### config.mk
export PLATFORM = sky130hd
export DESIGN_NAME = dmem_responder
export DESIGN_NICKNAME = d
export VERILOG_FILES = /design/src/rtl/dmem_pkg.sv /design/src/rtl/dmem_tx_fifo.sv /design/src/rtl/dmem_responder.sv
export SDC_FILE = /design/constraint.sdc
export NUM_CORES = 2
export LEC_CHECK = 0
export BUFFER_PORTS_ARGS = -buffer_cell sky130_fd_sc_hd__buf_2
export CAP_MARGIN = 5
export CORE_MARGIN = 1
export CORE_UTILIZATION = 30
export CTS_CLUSTER_SIZE = 16
export DETAILED_ROUTE_END_ITERATION = 12
export PLACE_DENSITY_LB_ADDON = 0.3
export SLEW_MARGIN = 5
export SYNTH_ARGS = -nofsm -noshare
export SYNTH_HDL_FRONTEND = slang
export SYNTH_HIERARCHICAL = 1
export SYNTH_SLANG_ARGS = --single-unit
### constraint.sdc
create_clock -name clk -period 7.55 [get_ports clk]
set_input_delay 0.3775 -clock clk [delete_from_list [all_inputs] [get_ports clk]]
set_output_delay 0.3775 -clock clk [all_outputs]
set_load 0.03 [all_outputs]
### src/rtl/dmem_pkg.sv
// Shared constants for the data-memory responder: MMIO offsets, STATUS bit
// positions and the address bit that selects the MMIO region.
package dmem_pkg;

    localparam int REGION_BIT = 31;
    localparam logic REGION_MMIO = 1'b1;

    localparam logic [7:0] OFF_LED     = 8'h00;
    localparam logic [7:0] OFF_TXDATA  = 8'h04;
    localparam logic [7:0] OFF_STATUS  = 8'h08;
    localparam logic [7:0] OFF_CYCLE   = 8'h0C;
    localparam logic [7:0] OFF_COMPARE = 8'h10;

    localparam int STAT_FULL     = 0;
    localparam int STAT_EMPTY    = 1;
    localparam int STAT_EXPIRED  = 2;
    localparam int STAT_OVERFLOW = 3;

endpackage

### src/rtl/dmem_tx_fifo.sv
// Byte FIFO feeding the output stream; a push while full is accepted only
// when a pop happens on the same edge.
module dmem_tx_fifo #(
    parameter int DEPTH = 4
) (
    input  logic                     clk,
    input  logic                     reset,
    input  logic                     push,
    input  logic                     pop,
    input  logic [7:0]               din,
    output logic [7:0]               dout,
    output logic                     full,
    output logic                     empty,
    output logic [$clog2(DEPTH):0]   count
);

    localparam int PW = $clog2(DEPTH);

    logic [7:0]    mem_r [DEPTH];
    logic [PW-1:0] rd_ptr_r;
    logic [PW-1:0] wr_ptr_r;
    logic [PW:0]   count_r;
    logic          accept_s;
    logic          do_pop_s;

    assign full     = (count_r == (PW+1)'(DEPTH));
    assign empty    = (count_r == {(PW+1){1'b0}});
    assign count    = count_r;
    assign do_pop_s = pop & ~empty;
    assign accept_s = push & (~full | do_pop_s);
    assign dout     = empty ? 8'h00 : mem_r[rd_ptr_r];

    // Storage write; when full with a pop, the freed head slot is the tail slot.
    always_ff @(posedge clk) begin
        if (accept_s) begin
            mem_r[wr_ptr_r] <= din;
        end
    end

    // Pointer and occupancy bookkeeping.
    always_ff @(posedge clk) begin
        if (reset) begin
            rd_ptr_r <= {PW{1'b0}};
            wr_ptr_r <= {PW{1'b0}};
            count_r  <= {(PW+1){1'b0}};
        end else begin
            if (accept_s) begin
                wr_ptr_r <= wr_ptr_r + PW'(1);
            end
            if (do_pop_s) begin
                rd_ptr_r <= rd_ptr_r + PW'(1);
            end
            case ({accept_s, do_pop_s})
                2'b10:   count_r <= count_r + (PW+1)'(1);
                2'b01:   count_r <= count_r - (PW+1)'(1);
                default: count_r <= count_r;
            endcase
        end
    end

endmodule

### src/rtl/dmem_responder.sv
// Memory-stage responder: word RAM plus MMIO bank (LED, TX FIFO, STATUS, timer).
// Define DMEM_TIMER_EN to build the CYCLE/COMPARE timer and the expired flag.
module dmem_responder #(
    parameter int RAM_WORDS  = 64,
    parameter int FIFO_DEPTH = 4
) (
    input  logic        clk,
    input  logic        reset,
    input  logic        MemWrite,
    input  logic [31:0] Addr,
    input  logic [31:0] WriteData,
    output logic [31:0] ReadData,
    output logic [7:0]  led,
    output logic        out_valid,
    input  logic        out_ready,
    output logic [7:0]  out_data
);
    import dmem_pkg::*;

    localparam int AW = $clog2(RAM_WORDS);
    localparam int CW = $clog2(FIFO_DEPTH) + 1;

    logic [31:0]   ram_r [RAM_WORDS];
    logic [AW-1:0] ram_idx_s;
    logic          is_mmio_s;
    logic [7:0]    off_s;
    logic          mmio_we_s;
    logic          push_s;
    logic          pop_s;
    logic          drop_s;
    logic          stat_we_s;
    logic          full_s;
    logic          empty_s;
    logic [CW-1:0] count_s;
    logic          overflow_r;
    logic          expired_s;
    logic [31:0]   cycle_s;
    logic [31:0]   compare_s;
    logic [31:0]   status_s;
    logic          unused_s;

    assign ram_idx_s = Addr[AW+1:2];
    assign is_mmio_s = (Addr[REGION_BIT] == REGION_MMIO);
    assign off_s     = {Addr[7:2], 2'b00};
    assign mmio_we_s = MemWrite & is_mmio_s;
    assign push_s    = mmio_we_s & (off_s == OFF_TXDATA);
    assign stat_we_s = mmio_we_s & (off_s == OFF_STATUS);
    assign out_valid = ~empty_s;
    assign pop_s     = out_valid & out_ready;
    assign drop_s    = push_s & full_s & ~pop_s;
    assign unused_s  = &{1'b0, Addr};

    dmem_tx_fifo #(.DEPTH(FIFO_DEPTH)) u_tx_fifo (
        .clk   (clk),
        .reset (reset),
        .push  (push_s),
        .pop   (pop_s),
        .din   (WriteData[7:0]),
        .dout  (out_data),
        .full  (full_s),
        .empty (empty_s),
        .count (count_s)
    );

    // Data RAM store port; contents intentionally not reset.
    always_ff @(posedge clk) begin
        if (MemWrite && !is_mmio_s) begin
            ram_r[ram_idx_s] <= WriteData;
        end
    end

    // LED register and sticky overflow flag; a new drop beats a clear.
    always_ff @(posedge clk) begin
        if (reset) begin
            led        <= 8'h00;
            overflow_r <= 1'b0;
        end else begin
            if (mmio_we_s && (off_s == OFF_LED)) begin
                led <= WriteData[7:0];
            end
            if (drop_s) begin
                overflow_r <= 1'b1;
            end else if (stat_we_s && WriteData[STAT_OVERFLOW]) begin
                overflow_r <= 1'b0;
            end
        end
    end

`ifdef DMEM_TIMER_EN
    logic [31:0] cycle_r;
    logic [31:0] compare_r;
    logic        expired_r;
    logic        hit_s;

    assign hit_s     = (cycle_r == compare_r) && (compare_r != 32'h0);
    assign cycle_s   = cycle_r;
    assign compare_s = compare_r;
    assign expired_s = expired_r;

    // Free-running cycle counter, compare register and sticky expired flag.
    always_ff @(posedge clk) begin
        if (reset) begin
            cycle_r   <= 32'h0;
            compare_r <= 32'h0;
            expired_r <= 1'b0;
        end else begin
            if (mmio_we_s && (off_s == OFF_CYCLE)) begin
                cycle_r <= 32'h0;
            end else begin
                cycle_r <= cycle_r + 32'd1;
            end
            if (mmio_we_s && (off_s == OFF_COMPARE)) begin
                compare_r <= WriteData;
            end
            if (hit_s) begin
                expired_r <= 1'b1;
            end else if (stat_we_s && WriteData[STAT_EXPIRED]) begin
                expired_r <= 1'b0;
            end
        end
    end
`else
    assign cycle_s   = 32'h0;
    assign compare_s = 32'h0;
    assign expired_s = 1'b0;
`endif

    assign status_s = {16'h0000, 8'(count_s), 4'h0, overflow_r, expired_s, empty_s, full_s};

    // Combinational load path: RAM or MMIO register selected by address.
    always_comb begin
        ReadData = 32'h0;
        if (!is_mmio_s) begin
            ReadData = ram_r[ram_idx_s];
        end else begin
            case (off_s)
                OFF_LED:     ReadData = {24'h000000, led};
                OFF_STATUS:  ReadData = status_s;
                OFF_CYCLE:   ReadData = cycle_s;
                OFF_COMPARE: ReadData = compare_s;
                default:     ReadData = 32'h0;
            endcase
        end
    end

endmodule

==> flow_summary.yaml <==
power:
  comb_power_share_pct: 4.8
  sw_frac_of_total_pct: 21.6
  internal_power_w: 0.0192
  p_switching_w: 0.00530
  clkPwrFrac_pct: 42.7
  peakVddDrop_mv: 0.188
  seqPwrFrac_pct: 52.5
  p_leak_nw: 28.6
  p_per_area_mw_per_mm2: 263
critical_path:
  path_delay_family: "buffers and inverters"
  path_buf_inv: 3
  timing.rr.start: "u_tx_fifo/count[0]"
  slowest_stage: "buf_4"
  reg2reg_to: "u_tx_fifo/count[2]"
  end_kind: "output pin"
  critPathCapture: "ReadData[2]"
  cp_data_required_time_ps: 7170
  slowest_delay_ps: 840
  cp-startpoint: "Addr[5]"
  cp_cell_sequence: "buf_6, buf_4, nand2_1, a221oi_1, o21ai_0, a21o_1, a32oi_1, buf_2"
  r2r_cells: 8
  critical_path_depth: 8
  worstSetupPathType: "primary input to output pin"
  cp-start-kind: "primary input"
  cp_data_arrival_time_ps: 4210
  r2r_slack_ps: 4670
  path_max_fanout: 63
floorplanning:
  row_count: 190
  die_h_um: 521
  fp.dieArea_sq_mm: 0.272
  die-width_um: 521
  core_area_sq_mm: 0.268
  num_io_pins: 117
  start_util_pct: 30.2
sta:
  fmax_mhz: 218
  setup_viol: 0
  worst_pin_slew_ps: 1320
  fin_crit_ps: 4580
  rsz0062_at_grt: "no"
  final_max_slew_viol_count: 0
  max_slew_margin_pct: 11.6
  worst_clock_skew_ps: 28.0
  final.setup.tns_ps: 0
  hold_viol_final: 0
  layout_setup_ws_ps: 2970
  fin_crit_sh_pct: 60.7
place:
  dp_slack_ps: 2880
  place_inst: 7180
  hpwl_um: 121000
  gp_congestion: 0.763
  port_buffers: 91
synth:
  synth.area.top_cells: "edfxtp_1, mux4_2, mux2i_1"
  synth_seq_cells: 2098
  synth-seq-area-share_pct: 77.6
  synth_area_sq_mm: 0.0809
  synth_nets: 3694
  yosysTopAreaCellShare_pct: 77.2
  postSynthCellCount: 3621
  avgSynthCellArea_sq_um: 22.3
  synth-edff-count: 2080
  postSynth.asyncResetShare_pct: 0
  synth_commonest_cells: "edfxtp_1, mux4_2, mux2i_1"
  yosys_warnings: 6
  synth_top_area_cell: "edfxtp_1"
  ys.flop_type: "edfxtp_1"
  synth_cell_types: 60
  yosysMostFrequentCell: "edfxtp_1"
route:
  num_vias: 38100
  routed_via_density: 5.02
  first_pass_iters: 5
  wire_per_inst_um: 28.3
  wl_um: 215000
  ant_nets: 0
  drtIter0Drc: 3960
  drc_errors: 0
cts:
  clock_path_buffers: 3
  clock_tree.root_cell: "clkbuf_16"
  cts_setup_buffers: 0
  cts_resized: 0
  clock-sinks: 2098
  cts_tree: "yes"
  clk_pin_slew_ps: 60
  clk-insertion-delay-late_ps: 870
  cts_hold_buf: 3
  cts_buffers: 217
  h-tree-depth: 4
finish:
  instances_no_fill: 7598
  area_growth_pct: 15.2
  multi_input_area_sq_mm: 0.0174
  fillerInstances: 24900
  drive_above_1_share_pct: 28.5
  regArea_sq_mm: 0.0628
  fin_nets: 3923
global_route:
  grt_max_degree: 117
  grtUsageTotal_pct: 15.8
  grt_pass1_vias: 39400
  grt_remaining_overflow: 0
  antenna_found_initial: 22
  grt_pass1_wl_um: 304000
run:
  cap_viol_max_count: 0
run_status:
  outcome: "completed"
worst_hold_path:
  min-delay-path-class: "primary input to flop"
  worstHoldStart: "WriteData[31]"
==> worst min-delay path by stage <==
stage,endpoint,slack [ps],cells after the start
2_1_floorplan,ram_r[0][0],480,0
3_3_place_gp,u_tx_fifo/wr_ptr_r[1],500,2
3_5_place_dp,led[0],510,2
4_1_cts,ram_r[62][31],120,2
5_1_grt,ram_r[62][31],150,2
6_report,ram_r[62][31],170,2
==> per-stage QoR <==
stage / hold slack (ps) / util [%] / cell area [sq um] / total power [W]
2_1_floorplan: 476 / - / 80900 / 0.0138
3_3_place_gp: 497 / 32.2 / 86200 / 0.0143
3_5_place_dp: 515 / 32.2 / 86200 / 0.0143
4_1_cts: 117 / 34.8 / 93200 / 0.0247
5_1_grt: 153 / 34.8 / 93200 / 0.0252
6_report: 166 / 34.8 / 93300 / 0.0245
==> power groups by stage <==
stage	combinational (W)	sequential [W]	clock, W
floorplan	0.000660	0.0131	0
global placement	0.00118	0.0131	0
detailed placement	0.00119	0.0131	0
CTS	0.00120	0.0129	0.0107
global route	0.00125	0.0129	0.0111
finish	0.00117	0.0129	0.0105
==> state kept, by name, indices dropped and copies added (netlist names), named ones only <==
register	count
u_tx_fifo/rd_ptr_r	2
overflow_r	1
ram_r	2048
u_tx_fifo/wr_ptr_r	2
led	8
u_tx_fifo/mem_r	32
u_tx_fifo/count	3
==> metal layers <==
layer  part of all wire, %  up-vias  track usage (%)
met2                    48     1068             25.6
met5                 0.023        -                0
met3                   6.2      272             3.55
li1                      -    15900                -
met1                    43    20900             21.4
met4                   2.5        8             4.44
==> worst register-to-register path, stage by stage (launching register included) <==
cell and delay [ps]:
dfxtp_1 670, nor3_2 100, nor2b_1 750, o31ai_2 190
nand2b_1 220, fa_1 390, nand2b_1 170, o211ai_1 160
a31oi_1 90
==> cell families (layout without fill, tap and decap cells) <==
kind of cell,Yosys count,after routing,share of synthesized area [%]
DFF,2098,2098,77.6
muxes,681,681,16.2
AOI/OAI and AO/OA,309,309,2.79
and+or+nand+nor,303,303,1.78
buffers and inverters,221,629,1.50
adders and majority gates,5,5,0.0866
xor gates and xnor gates,4,4,0.0433
other,0,17,0
==> area by class of cell <==
type | count | area share (%)
Clock buffer | 280 | 6.22
Clock inverter | 118 | 1.23
Sequential cell | 2098 | 67.4
Timing Repair Buffer | 220 | 1.68
Tap cell | 3552 | 4.77
Multi-Input combinational cell | 1302 | 18.6
Inverter | 11 | 0.0456
Antenna cell | 17 | 0.0456
==> cell usage in the layout (no fill, tap or decap), types with 18 or more instances in the layout <==
cell type,Yosys,final
nand2_1,104,104
clkbuf_1,67,52
dfxtp_1,18,18
clkinv_2,0,36
clkinv_1,1,50
edfxtp_1,2080,2080
clkbuf_16,0,219
a221oi_1,22,22
buf_2,65,87
mux2i_1,147,147
a211oi_1,36,36
mux4_2,497,497
o22ai_1,20,20
a21oi_1,54,54
buf_4,32,118
mux2_2,37,37
a31oi_1,23,23
a22oi_1,41,41
nor2_4,1,63
nor2_1,91,28
nor2b_1,49,47
Note: power is estimated with default switching activity, not from simulation.
